`src/rtl/factor_search_pkg.sv`:
```
// Shared types and search bounds for the sequential factor search engine.
package factor_search_pkg;

  typedef enum logic [2:0] {IDLE, LOAD, MUL, CMP, DONE} state_t;

  localparam int A_WIDTH_DEF = 5;
  localparam int B_WIDTH_DEF = 3;
  localparam int A_MIN       = 2;
  localparam int B_MIN       = 2;
  localparam int A_MAX       = (1 << A_WIDTH_DEF) - 1;
  localparam int B_MAX       = (1 << B_WIDTH_DEF) - 1;

endpackage

```
`src/rtl/seq_shift_add_mul.sv`:
```
// Bit-serial shift-add multiplier: one bit of b per step, accumulating a<<bit.
module seq_shift_add_mul
  import factor_search_pkg::*;
#(
  parameter int A_WIDTH = A_WIDTH_DEF,
  parameter int B_WIDTH = B_WIDTH_DEF,
  parameter int P_WIDTH = A_WIDTH + B_WIDTH
) (
  input  logic               i_clk,
  input  logic               i_rst_n,
  input  logic               i_clear,
  input  logic               i_step,
  input  logic [A_WIDTH-1:0] i_a,
  input  logic [B_WIDTH-1:0] i_b,
  output logic [P_WIDTH-1:0] o_acc,
  output logic               o_last_bit
);

  localparam int BIT_W = (B_WIDTH > 1) ? $clog2(B_WIDTH) : 1;
  localparam logic [BIT_W-1:0] LAST_BIT = BIT_W'(B_WIDTH - 1);

  logic [BIT_W-1:0]   r_bit;
  logic [P_WIDTH-1:0] r_acc;
  logic [P_WIDTH-1:0] w_addend;

  always_comb begin
    w_addend = '0;
    if (i_b[r_bit]) w_addend = P_WIDTH'(i_a) << r_bit;
  end

  always_ff @(posedge i_clk or negedge i_rst_n) begin
    if (!i_rst_n) begin
      r_acc <= '0;
      r_bit <= '0;
    end else if (i_clear) begin
      r_acc <= '0;
      r_bit <= '0;
    end else if (i_step) begin
      r_acc <= r_acc + w_addend;
      r_bit <= (r_bit == LAST_BIT) ? '0 : r_bit + 1'b1;
    end
  end

  assign o_acc      = r_acc;
  assign o_last_bit = (r_bit == LAST_BIT);

endmodule

```
`src/rtl/multiplier_factor_search.sv`:
```
// Searches b-outer / a-inner for the first nontrivial pair with a*b == latched target.
module multiplier_factor_search
  import factor_search_pkg::*;
#(
  parameter int A_WIDTH = A_WIDTH_DEF,
  parameter int B_WIDTH = B_WIDTH_DEF,
  parameter int P_WIDTH = A_WIDTH + B_WIDTH
) (
  input  logic               i_clk,
  input  logic               i_rst_n,
  input  logic               i_start,
  input  logic [P_WIDTH-1:0] i_target,
  output logic               o_busy,
  output logic               o_done,
  output logic               o_found,
  output logic [A_WIDTH-1:0] o_a_out,
  output logic [B_WIDTH-1:0] o_b_out
);

  localparam logic [A_WIDTH-1:0] A_FIRST = A_WIDTH'(A_MIN);
  localparam logic [B_WIDTH-1:0] B_FIRST = B_WIDTH'(B_MIN);
  localparam logic [A_WIDTH-1:0] A_LAST  = '1;
  localparam logic [B_WIDTH-1:0] B_LAST  = '1;

  state_t             r_state, w_next;
  logic [P_WIDTH-1:0] r_target;
  logic [A_WIDTH-1:0] r_a, r_a_out;
  logic [B_WIDTH-1:0] r_b, r_b_out;
  logic               r_found;
  logic [P_WIDTH-1:0] w_acc;
  logic               w_last_bit, w_clear, w_step;
  logic               w_eq, w_gt, w_a_min, w_a_max, w_b_max, w_stop;

  seq_shift_add_mul #(
    .A_WIDTH(A_WIDTH), .B_WIDTH(B_WIDTH), .P_WIDTH(P_WIDTH)
  ) u_mul (
    .i_clk     (i_clk),
    .i_rst_n   (i_rst_n),
    .i_clear   (w_clear),
    .i_step    (w_step),
    .i_a       (r_a),
    .i_b       (r_b),
    .o_acc     (w_acc),
    .o_last_bit(w_last_bit)
  );

  assign w_eq    = (w_acc == r_target);
  assign w_gt    = (w_acc > r_target);
  assign w_a_min = (r_a == A_FIRST);
  assign w_a_max = (r_a == A_LAST);
  assign w_b_max = (r_b == B_LAST);
  // Overshoot at a==2 means every remaining pair (larger b) overshoots too.
  assign w_stop  = w_eq || (w_gt && w_a_min) || ((w_gt || w_a_max) && w_b_max);

  always_ff @(posedge i_clk or negedge i_rst_n) begin
    if (!i_rst_n) r_state <= IDLE;
    else          r_state <= w_next;
  end

  always_comb begin
    w_next  = r_state;
    w_clear = 1'b0;
    w_step  = 1'b0;
    case (r_state)
      IDLE: if (i_start) w_next = LOAD;
      LOAD: begin
        w_clear = 1'b1;
        w_next  = MUL;
      end
      MUL: begin
        w_step = 1'b1;
        if (w_last_bit) w_next = CMP;
      end
      CMP: begin
        if (w_stop) begin
          w_next = DONE;
        end else begin
          w_clear = 1'b1;
          w_next  = MUL;
        end
      end
      DONE:    w_next = IDLE;
      default: w_next = IDLE;
    endcase
  end

  always_ff @(posedge i_clk or negedge i_rst_n) begin
    if (!i_rst_n) begin
      r_target <= '0;
      r_a      <= '0;
      r_b      <= '0;
      r_found  <= 1'b0;
      r_a_out  <= '0;
      r_b_out  <= '0;
    end else begin
      case (r_state)
        IDLE: if (i_start) begin
          r_target <= i_target;
          r_found  <= 1'b0;
          r_a_out  <= '0;
          r_b_out  <= '0;
        end
        LOAD: begin
          r_a <= A_FIRST;
          r_b <= B_FIRST;
        end
        CMP: begin
          if (w_eq) begin
            r_found <= 1'b1;
            r_a_out <= r_a;
            r_b_out <= r_b;
          end else if (!w_stop) begin
            if (w_gt || w_a_max) begin
              r_b <= r_b + 1'b1;
              r_a <= A_FIRST;
            end else begin
              r_a <= r_a + 1'b1;
            end
          end
        end
        default: ;
      endcase
    end
  end

  assign o_busy  = (r_state == LOAD) || (r_state == MUL) || (r_state == CMP);
  assign o_done  = (r_state == DONE);
  assign o_found = r_found;
  assign o_a_out = r_a_out;
  assign o_b_out = r_b_out;

endmodule

```
`config.mk`:
```
export PLATFORM = sky130hd
export DESIGN_NAME = multiplier_factor_search
export DESIGN_NICKNAME = d
export VERILOG_FILES = /design/src/rtl/factor_search_pkg.sv /design/src/rtl/seq_shift_add_mul.sv /design/src/rtl/multiplier_factor_search.sv
export SDC_FILE = /design/constraint.sdc
export NUM_CORES = 1
export LEC_CHECK = 0
export BUFFER_PORTS_ARGS = -buffer_cell sky130_fd_sc_hd__buf_2
export CAP_MARGIN = 5
export CELL_PAD_IN_SITES_DETAIL_PLACEMENT = 0
export CELL_PAD_IN_SITES_GLOBAL_PLACEMENT = 2
export CORE_MARGIN = 3
export CORE_UTILIZATION = 26
export CTS_CLUSTER_SIZE = 25
export DETAILED_ROUTE_END_ITERATION = 7
export PLACE_DENSITY = 0.65
export SLEW_MARGIN = 20
export SYNTH_ARGS = -nofsm -noshare
export SYNTH_HDL_FRONTEND = slang
export SYNTH_SLANG_ARGS = --single-unit
```
`constraint.sdc`:
```
create_clock -name i_clk -period 4.1 [get_ports i_clk]
set_input_delay 0.205 -clock i_clk [delete_from_list [all_inputs] [get_ports i_clk]]
set_output_delay 0.205 -clock i_clk [all_outputs]
set_load 0.03 [all_outputs]
```
== After elaboration in Yosys (flattened, before gate mapping) ==
Cells that the tools add are included.

* $add $sub $neg: 4
* Magnitude comparators: 2
* Shift operators: 1
* Multiplexer cells: 32
* Equal/unequal tests: 15
* Reduce and logical (&&, ||, !) cells: 16

{| class="wikitable"
|+ Operators with widths
! kind !! number
|-
| 2-to-1 mux 5 bit || 5
|-
| 2-to-1 mux 3 bit || 8
|-
| 2-to-1 mux 8 bit || 3
|-
| case mux 5 bit (2 select lines) || 2
|-
| case mux 3 bit (2 select lines) || 2
|-
| case mux 3 bit (4 select lines) || 1
|-
| inequality test 2 bit (second input constant) || 5
|-
| adder 8 bit || 1
|-
| == test 8 bit || 1
|-
| > comparator 8 bit || 1
|-
| << shifter 5 x 2 -> 8 bit || 1
|-
| == test 3 x 2 -> 1 bit (second input constant) || 2
|-
| == test 3 bit (second input constant) || 2
|-
| 2-to-1 mux 2 bit || 3
|-
| AND reduction 3 bit || 2
|-
| nonzero test 2 bit || 3
|-
| adder 5 x 1 -> 5 bit (second input constant) || 1
|-
| == test 5 x 2 -> 1 bit (second input constant) || 1
|-
| == test 5 bit (second input constant) || 1
|-
| logical OR 1 bit || 5
|-
| 2-to-1 mux 1 bit || 5
|-
| case mux 1 bit (2 select lines) || 2
|-
| AND reduction 2 bit || 2
|-
| AND reduction 4 bit || 1
|-
| 9 further kinds || 10
|}

* Output and inout bits: 11
* Bits in registers: 38

== Longest topological paths before layout ==
Gate-level depths: netlist of the first run.

* Depth after elaboration: 7
* Depth in mapped cells: 11
* Gate-level depth less buffers: 11

== Hierarchy ==
Synthesis of the first run repeated with hierarchy kept, for this count alone.

* Cell total of the unflattened synthesis: 254
* Area, all modules: 2,457.4 µm²

{| class="wikitable"
|+ Modules (own cells, without submodules)
! module !! cells each !! instances !! area an instance (µm²)
|-
| multiplier_factor_search || 159 || 1 || 1,616.6
|-
| seq_shift_add_mul || 95 || 1 || 840.8
|}

== Worst setup path before layout of the first run ==
OpenSTA, ideal clock, no wires.

* Kind: reg2reg
* From: register u_mul.r_bit[1]
* To: register u_mul.r_acc[7], in the netlist u_mul.o_acc[7]
* Path buffers: 0
* Arrival time: 2.496 ns
* Clock period less this slack: 2.578 ns
* Required time: 4.018 ns
* Setup slack: 1.522 ns
* Stages on the path, launching flop included: 12
* Cell sequence: dfrtp_1 > nor2b_1 > and2_1 > a221oi_1 > a21oi_1 > ha_1 > nand2_1 > o21ai_0 > o21a_1 > o21ai_0 > or4b_1 > a31oi_1

* Longest elaborated chain between the ends: 6
* Elaborated cells between the ends (all ways): 7
* Classes of those cells: add/sub: 1; shift: 1; mux: 5

{| class="wikitable"
|+ Ends and longest elaborated chain
! item !! RTL line !! text
|-
| start: declaration || seq_shift_add_mul.sv:22 || <nowiki>logic [BIT_W-1:0] r_bit;</nowiki>
|-
| start signal: assignment || seq_shift_add_mul.sv:40 || <nowiki>r_bit <= (r_bit == LAST_BIT) ? '0 : r_bit + 1'b1;</nowiki>
|-
| binary-select mux 1 bit (select 2 bit) || seq_shift_add_mul.sv:28 || <nowiki>if (i_b[r_bit]) w_addend = P_WIDTH'(i_a) << r_bit;</nowiki>
|-
| 2-to-1 mux 1 bit (not written as such) || seq_shift_add_mul.sv:28 ||
|-
| 2-to-1 mux 8 bit (*) || seq_shift_add_mul.sv:28 ||
|-
| adder 8 bit (*) || seq_shift_add_mul.sv:39 || <nowiki>r_acc <= r_acc + w_addend;</nowiki>
|-
| 2-to-1 mux 8 bit (*) || seq_shift_add_mul.sv:38 || <nowiki>end else if (i_step) begin</nowiki>
|-
| 2-to-1 mux 8 bit (*) || seq_shift_add_mul.sv:35 || <nowiki>end else if (i_clear) begin</nowiki>
|-
| end signal: assignment || seq_shift_add_mul.sv:39 ||
|-
| end: declaration || seq_shift_add_mul.sv:23 || <nowiki>logic [P_WIDTH-1:0] r_acc;</nowiki>
|}

Every way passes the cells marked *; elsewhere a longest branch is shown, timed or not. The select of a mux whose other input is x is not followed.
A chain may end at the register's enable or synchronous reset.

== Worst setup path in the final report of the first run ==
* From: register u_mul.r_bit[0]
* To: register u_mul.r_acc[7], in the netlist u_mul.o_acc[7]

Same word-level chain as after synthesis.

==> run metrics, run 1 <==
syn avg cell area 9.13 um2; initial antenna violation count 0; worst skew pair latency 290 ps; Routed Antenna Nets 0; Critical Path AT 3180 ps; critical path fanouts, max 12; Layout Nets 310; Worst-path clk slew 90 ps; gp weighted congestion 0.764; leakage 1.23 nW; P per Cell Area 705 nW/um2; port bufs 21; CTS HTree Levels 2; CTS root buf clkbuf_8; post-CTS setup buffers 0; dpl hpwl 4.38 mm; gr ovfl total 0; #FFs+latches synth 38; commonest non-fill, non-tap cell in the layout dfrtp_1; pin count of the biggest net entering global routing 39; CTS sink count 38; status completed; Global Route Usage Sum 12.4%; FP Rows 34; RSZ-0062 raised after global routing no; min Tclk post-route 2960 ps; Worst Max-Slew Pin Slew 950 ps; post-placement cell count 379; Unique masters post-synth 45; First DRT Iteration DRCs 116; worst hold path class input pin to async pin; I/O Pins 22; total power 1.91 mW; first-pass GRT wire length 9.93 mm; setup TNS 0 ps; Clock Skew 9.38 ps; via-per-instance ratio 4.98; Syn Inst Count 259; fmax 338 MHz; CTS tree done; Worst R2R Path Depth 11; count of final setup violators 0; Syn Nets 291; post-layout util 30.9%; period utilization 72.1%; Crit Path Class flip-flop to flip-flop; vias after detailed routing 1,927; Syn. warnings 0; share of layout cells above drive strength 1 15.8%; initial cell density of the core 27.0%; Critical Path RT 4320 ps; die span in x 101 um; slew margin rel. 36.4%; Place WS 1160 ps; most frequent cells in the layout 38 x dfrtp_1, 35 x nand2_1, 21 x buf_2; Most used DFF post-synth dfrtp_1; Non-Filler Cell Area, Final 2710 um2; CP Capture Type flip-flop; fin worst setup slack 1140 ps; EDFF count, synth 0; final cell count without fillers 387; Core Region 8760 um2; n_diodes 0; Slew Viols, Final 0; fillers 950; Post-Place Cell Area 2570 um2; Die Height 101 um; sequential area share after synthesis 40.2%; post-cts sizing count 0; hold slack final 35.7 ps; max-cap check violation count 0; final hold vios 0; CTS Buf Count 5; VDD IR max 175 uV; DR pass1 iterations 4; die area 10,300 um2; vias in the first global route 1,853; post-synthesis cell area 2360 um2; final wirelength 6.01 mm; post-route DRC violation count 0; Post-synth ARST share 100%; Synth-to-Final Area Change 14.6%; CTS Hold Bufs 0; Worst Setup Start Kind flip-flop; largest buffer count on any clock path 2; mean routed wirelength per cell 15.5 um
-- report_power, final --
group	switching [mW]	internal, mW	total [mW]	leakage [nW]
Combinational	0.484	0.368	0.853	0.669
Clock	0.148	0.244	0.392	0.0683
Sequential	0.173	0.492	0.665	0.488
-- cell usage after synthesis, types with 7 or more instances --
| master | n | area, um2 |
|---|---|---|
| ha_1 | 20 | 250 |
| dfrtp_1 | 38 | 951 |
| inv_1 | 12 | 45.0 |
| mux2_2 | 8 | 90.1 |
| nor3_1 | 9 | 45.0 |
| clkbuf_1 | 7 | 26.3 |
| nand3_1 | 7 | 35.0 |
| o21ai_0 | 15 | 75.1 |
| nor2_1 | 20 | 75.1 |
| nand2_1 | 35 | 131 |
| a21oi_1 | 18 | 90.1 |
-- registers in the layout, summed over array words and instances, names as in the netlist --
register / count
r_target: 8
u_mul.o_acc: 8
o_a_out: 5
r_a: 5
o_b_out: 3
r_b: 3
r_state: 3
u_mul.r_bit: 2
o_found: 1
-- final cells by class --
type | instances | area (um2) | share of cell area, %
inverters | 12 | 45.0 | 1.66
repair buffers | 22 | 113 | 4.16
flip-flops and latches | 38 | 951 | 35.1
clock inverters | 3 | 68.8 | 2.54
clock buffers | 5 | 68.8 | 2.54
well taps | 108 | 135 | 4.99
multi-input cells | 199 | 1330 | 49.0
-- worst paths after layout --
check                                     from             end  slack, ps
worst min-delay path                   i_rst_n     r_target[7]         40
min in group i_clk                 i_target[6]     r_target[6]        140
worst max-delay path            u_mul.r_bit[0]  u_mul.o_acc[7]       1140
max in group asynchronous              i_rst_n          r_b[0]       3490
worst max register to register  u_mul.r_bit[0]  u_mul.o_acc[7]       1140
worst min register to register         o_found         o_found        480
-- layer usage --
layer | global-route usage [%] | vias to the layer above | share of wire [%]
li1 | - | 965 | -
met1 | 18.1 | 926 | 51
met2 | 18.9 | 32 | 45
met3 | 2.20 | 4 | 3.2
met4 | 3.07 | 0 | 0.73
met5 | 0 | - | 0
-- critical path, cell delays in order (launching register included) --
cell and delay, ps:
dfrtp_1 630, nor2b_1 130, and2_1 220, a221oi_1 290, a21oi_1 80, ha_1 360
nand2_1 60, o21ai_0 200, o21a_1 160, o21ai_0 120, or4b_1 480, a31oi_1 160
-- logic make-up (layout without fill, tap and decap cells) --
kind of cell             Yosys count  count (layout)  share of synthesized area [%]
AND/OR/NAND/NOR                  104             104                           21.7
buffers and inverters             22              42                           3.60
XOR/XNOR                           1               1                          0.371
flip-flops                        38              38                           40.2
adder cells (fa/ha/maj)           21              21                           11.4
AO/OA/AOI/OAI                     59              59                           16.3
multiplexers                      14              14                           6.35
Note: power is estimated with default switching activity, not from simulation.
==> inputs of run 2 (changes only) <==
==> constraint.sdc (replaced) <==
create_clock -name i_clk -period 2.85 [get_ports i_clk]
set_input_delay 0.1425 -clock i_clk [delete_from_list [all_inputs] [get_ports i_clk]]
set_output_delay 0.1425 -clock i_clk [all_outputs]
set_load 0.03 [all_outputs]
==> run metrics, run 2 (synthesis gave the netlist of run 1 again) <==
FP Rows 34; Clk pwr share 14.8%; Routed Antenna Nets 0; share of power burned in registers 34.0%; via-per-instance ratio 4.90; Worst-path clk slew 80 ps; gr ovfl total 0; CTS Buf Count 5; port bufs 21; failing checks negative hold slack; CTS sink count 38; worst hold path class input pin to async pin; count of final setup violators 0; Synth-to-Final Area Change 15.5%; leakage 1.25 nW; share of layout cells above drive strength 1 18.1%; die span in x 101 um; max-cap check violation count 0; vias in the first global route 1,842; Die Height 101 um; hold slack final -24.0 ps; fillers 933; slew margin rel. 38.6%; mean routed wirelength per cell 14.9 um; Critical Path End u_mul.o_acc[7]; CP Capture Type flip-flop; Layout Nets 319; P per Cell Area 971 nW/um2; FF+latch area 951 um2; P_sw 1.15 mW; dpl hpwl 4.49 mm; Place WS 177 ps; CTS HTree Levels 2; R2R Setup Slk 270 ps; Pint 1.50 mW; vias after detailed routing 1,940; gp weighted congestion 0.729; CTS root buf clkbuf_8; post-layout util 31.2%; critical path fanouts, max 4; worst skew pair latency 300 ps; GR peak layer met2; initial antenna violation count 0; GRT met1 Usage 16.7%; met3 usage 2.13%; switching share of total power 43.3%; pin count of the biggest net entering global routing 39; min Tclk post-route 2580 ps; die area 10,300 um2; most frequent cells in the layout 38 x dfrtp_1, 35 x nand2_1, 21 x buf_2; first-pass GRT wire length 9.51 mm; RR Endpoint u_mul.o_acc[7]; commonest non-fill, non-tap cell in the layout dfrtp_1; initial cell density of the core 27.0%; multi-input logic area 1330 um2; combinational power share 51.2%; met2 track demand over resource 18.7%; Worst Setup Start Kind flip-flop; DR pass1 iterations 4; VDD IR max 289 uV; I/O Pins 22; fmax 387 MHz; largest buffer count on any clock path 2; Slew Viols, Final 0; status complete, but fails checks; post-placement cell count 387; post-route DRC violation count 0; First DRT Iteration DRCs 87; Crit Path Class flip-flop to flip-flop; RSZ-0062 raised after global routing no; final hold vios 38; CTS tree done; final cell count without fillers 396; Core Region 8760 um2; Clock Skew 9.08 ps; RR Startpoint u_mul.r_bit[1]; Global Route Usage Sum 12.0%; Critical Path RT 3070 ps; Worst R2R Path Depth 11; Critical Path AT 2800 ps; crit path launch u_mul.r_bit[1]; setup TNS 0 ps; fin worst setup slack 268 ps; Worst Max-Slew Pin Slew 921 ps; period utilization 90.6%; final wirelength 5.91 mm; n_diodes 0
## run 2: final cells by class
type                            instances  share of cell area (%)
Multi-Input combinational cell        199                    48.6
Clock buffer                            7                    3.16
Tap cell                              108                    4.95
Sequential cell                        38                    34.8
Clock inverter                          1                   0.183
Timing Repair Buffer                   31                    6.60
Inverter                               12                    1.65
## run 2: power by group through the flow
stage	sequential (mW)	clock, mW	combinational (mW)
finish	0.901	0.393	1.36
global route	0.928	0.430	1.54
CTS	0.900	0.411	1.35
detailed placement	0.911	0	1.35
global placement	0.904	0	1.35
floorplan	0.834	0	1.04
## run 2: worst min path at each step
stage,end,slack [ps],cells after the start
2_1_floorplan,o_a_out[0],-150,0
3_3_place_gp,r_target[5],340,1
3_5_place_dp,r_target[5],330,1
4_1_cts,r_target[7],10,1
5_1_grt,r_target[5],50,1
6_report,r_target[7],-20,1
## run 2: timing repair
item | in CTS | in global routing
endpoints found under the setup margin | 0 | 1
hold buffers | 0 | 0
hold endpoints to repair | 0 | 0
gates resized for setup | 0 | 1
setup buffers | 0 | 1
## run 2: per-stage QoR
stage	instance area, um2	power [mW]	hold WS [ps]
2_1_floorplan	2360	1.87	-153
3_3_place_gp	2630	2.26	338
3_5_place_dp	2630	2.26	331
4_1_cts	2720	2.66	11.0
5_1_grt	2730	2.90	46.4
6_report	2730	2.65	-24.0
## run 2: worst max-delay path, cell delays in order, from the launching register on
cell and delay, ps:
dfrtp_1 370, nor2b_1 140, and2_1 200, a221oi_1 310, a21oi_1 80, ha_1 310, nand2_1 50, o21ai_1 160
o21a_1 150, o21ai_0 90, or4b_1 470, a31oi_1 170
## run 2: metal layers
layer	share of wire [%]	vias up
met1	51	928
met4	1.3	0
li1	-	981
met2	45	25
met5	0	-
met3	3.0	6
==> inputs of run 3 (changes only) <==
--- a/config.mk
+++ b/config.mk
@@ -10,10 +10,10 @@
 export CELL_PAD_IN_SITES_DETAIL_PLACEMENT = 0
 export CELL_PAD_IN_SITES_GLOBAL_PLACEMENT = 2
 export CORE_MARGIN = 3
-export CORE_UTILIZATION = 26
+export CORE_UTILIZATION = 37
 export CTS_CLUSTER_SIZE = 25
 export DETAILED_ROUTE_END_ITERATION = 7
-export PLACE_DENSITY = 0.65
+export PLACE_DENSITY = 0.85
 export SLEW_MARGIN = 20
 export SYNTH_ARGS = -nofsm -noshare
 export SYNTH_HDL_FRONTEND = slang
==> run metrics, run 3 (synthesis gave the netlist of run 1 again) <==
hold slack final 75.9 ps; VDD IR max 372 uV; pin count of the biggest net entering global routing 39; Worst-path clk slew 80 ps; CTS tree done; hold path depth 2; combinational power share 48.7%; fmax 384 MHz; Global Route Usage Sum 15.3%; Synth-to-Final Area Change 17.5%; port bufs 21; Worst Setup Start Kind flip-flop; worst skew pair latency 290 ps; max incr delay on CP 460 ps; first-pass GRT wire length 9.01 mm; Worst R2R Path Depth 11; period utilization 91.4%; hold path start i_target[7]; gr ovfl total 0; DR pass1 iterations 4; Routed Antenna Nets 0; vias in the first global route 1,775; die span in x 85.9 um; slew margin rel. 42.1%; final hold vios 0; Worst path slowest cell or4b_1; FP Rows 28; Clk pwr share 20.0%; post-placement cell count 357; Crit Path Class flip-flop to flip-flop; final wirelength 5.24 mm; total power 2.85 mW; CTS Buf Count 5; switching share of total power 40.0%; R2R Setup Slk 250 ps; share of power burned in registers 31.3%; count of final setup violators 0; Critical Path RT 3070 ps; CTS sink count 38; Non-Filler Cell Area, Final 2780 um2; final cell count without fillers 367; initial antenna violation count 0; I/O Pins 22; RR Startpoint u_mul.r_bit[1]; die area 7380 um2; WHS Endpoint r_target[7]; via-per-instance ratio 5.20; max-cap check violation count 0; status completed; Worst Max-Slew Pin Slew 868 ps; n_diodes 0; P_sw 1.14 mW; share of layout cells above drive strength 1 19.5%; dpl hpwl 3.99 mm; Core Region 6060 um2; commonest non-fill, non-tap cell in the layout dfrtp_1; RSZ-0062 raised after global routing no; CP Capture Type flip-flop; CP top delay family simple AND/OR/NAND/NOR gates; leakage 1.29 nW; critical path fanouts, max 6; min Tclk post-route 2600 ps; Post-Place Cell Area 2610 um2; RR Endpoint u_mul.o_acc[7]; most frequent cells in the layout 38 x dfrtp_1, 35 x nand2_1, 21 x buf_2; Pint 1.71 mW; Critical Path AT 2820 ps; cells along the critical path nor2b_1, and2_1, a221oi_1, a21oi_1, ha_1, nand2_1, o21ai_2, o21a_1, o21ai_0, or4b_1, a31oi_1; worst path bufs/invs 0; CTS root buf clkbuf_8; Layout Nets 323; P per Cell Area 1030 nW/um2; initial cell density of the core 39.0%; First DRT Iteration DRCs 123; largest buffer count on any clock path 2; Die Height 85.9 um; post-route DRC violation count 0; Slew Viols, Final 0; setup TNS 0 ps; mean routed wirelength per cell 14.3 um; vias after detailed routing 1,907; worst hold path class input pin to flip-flop; gp weighted congestion 0.828; Clock Skew 3.68 ps; CTS HTree Levels 2
-- run 3: cell count changes in the layout (fill, tap and decap cells not counted) --
cell / previous run / this run
buf_4: 10 / 13
bufinv_16: 0 / 2
clkbuf_1: 1 / 0
clkinv_2: 1 / 0
dlygate4sd3_1: 0 / 1
o21ai_1: 1 / 0
o21ai_2: 0 / 1
-- run 3: layout make-up --
type / count / area, um2
clock buffer: 6 / 82.6
clock inverter: 2 / 60.1
fill: 627 / 3280
inverter: 12 / 45.0
multi-input combinational: 199 / 1330
sequential: 38 / 951
tap: 75 / 93.8
timing repair buffer: 35 / 213
-- run 3: worst max path at each step --
stage | cells past startpoint | from | to
finish | 11 | u_mul.r_bit[1] | u_mul.o_acc[7]
global route | 11 | u_mul.r_bit[1] | u_mul.o_acc[7]
CTS | 11 | u_mul.r_bit[1] | u_mul.o_acc[7]
detailed placement | 11 | u_mul.r_bit[1] | u_mul.o_acc[7]
global placement | 11 | u_mul.r_bit[1] | u_mul.o_acc[7]
floorplan | 11 | u_mul.r_bit[1] | u_mul.o_acc[7]
-- run 3: per-layer routing --
metal	up-vias	track usage, %	wire [um]
met5	-	0	0
met4	0	4.46	66
met3	7	3.36	215
met2	33	22.8	2370
met1	879	22.3	2580
li1	988	-	-
-- run 3: power by group through the flow --
stage               Sequential (mW)  Clock, mW  Combinational [mW]
finish                        0.892      0.571                1.39
global route                  0.924      0.607                1.59
CTS                           0.893      0.592                1.37
detailed placement            0.905          0                1.35
global placement              0.901          0                1.34
floorplan                     0.834          0                1.04
-- run 3: repair_timing --
action                                  in CTS  in global routing
endpoints found under the setup margin       0                  2
gates resized for setup                      0                  2
setup buffers                                0                  1
endpoints found under the hold margin        9                  0
hold buffers                                 1                  0
-- run 3: stage by stage --
stage,worst slack (ps),util [%]
CTS,136,45.6
finish,246,45.8
detailed placement,166,43.1
global placement,199,43.1
global route,15.6,45.8
floorplan,272,-
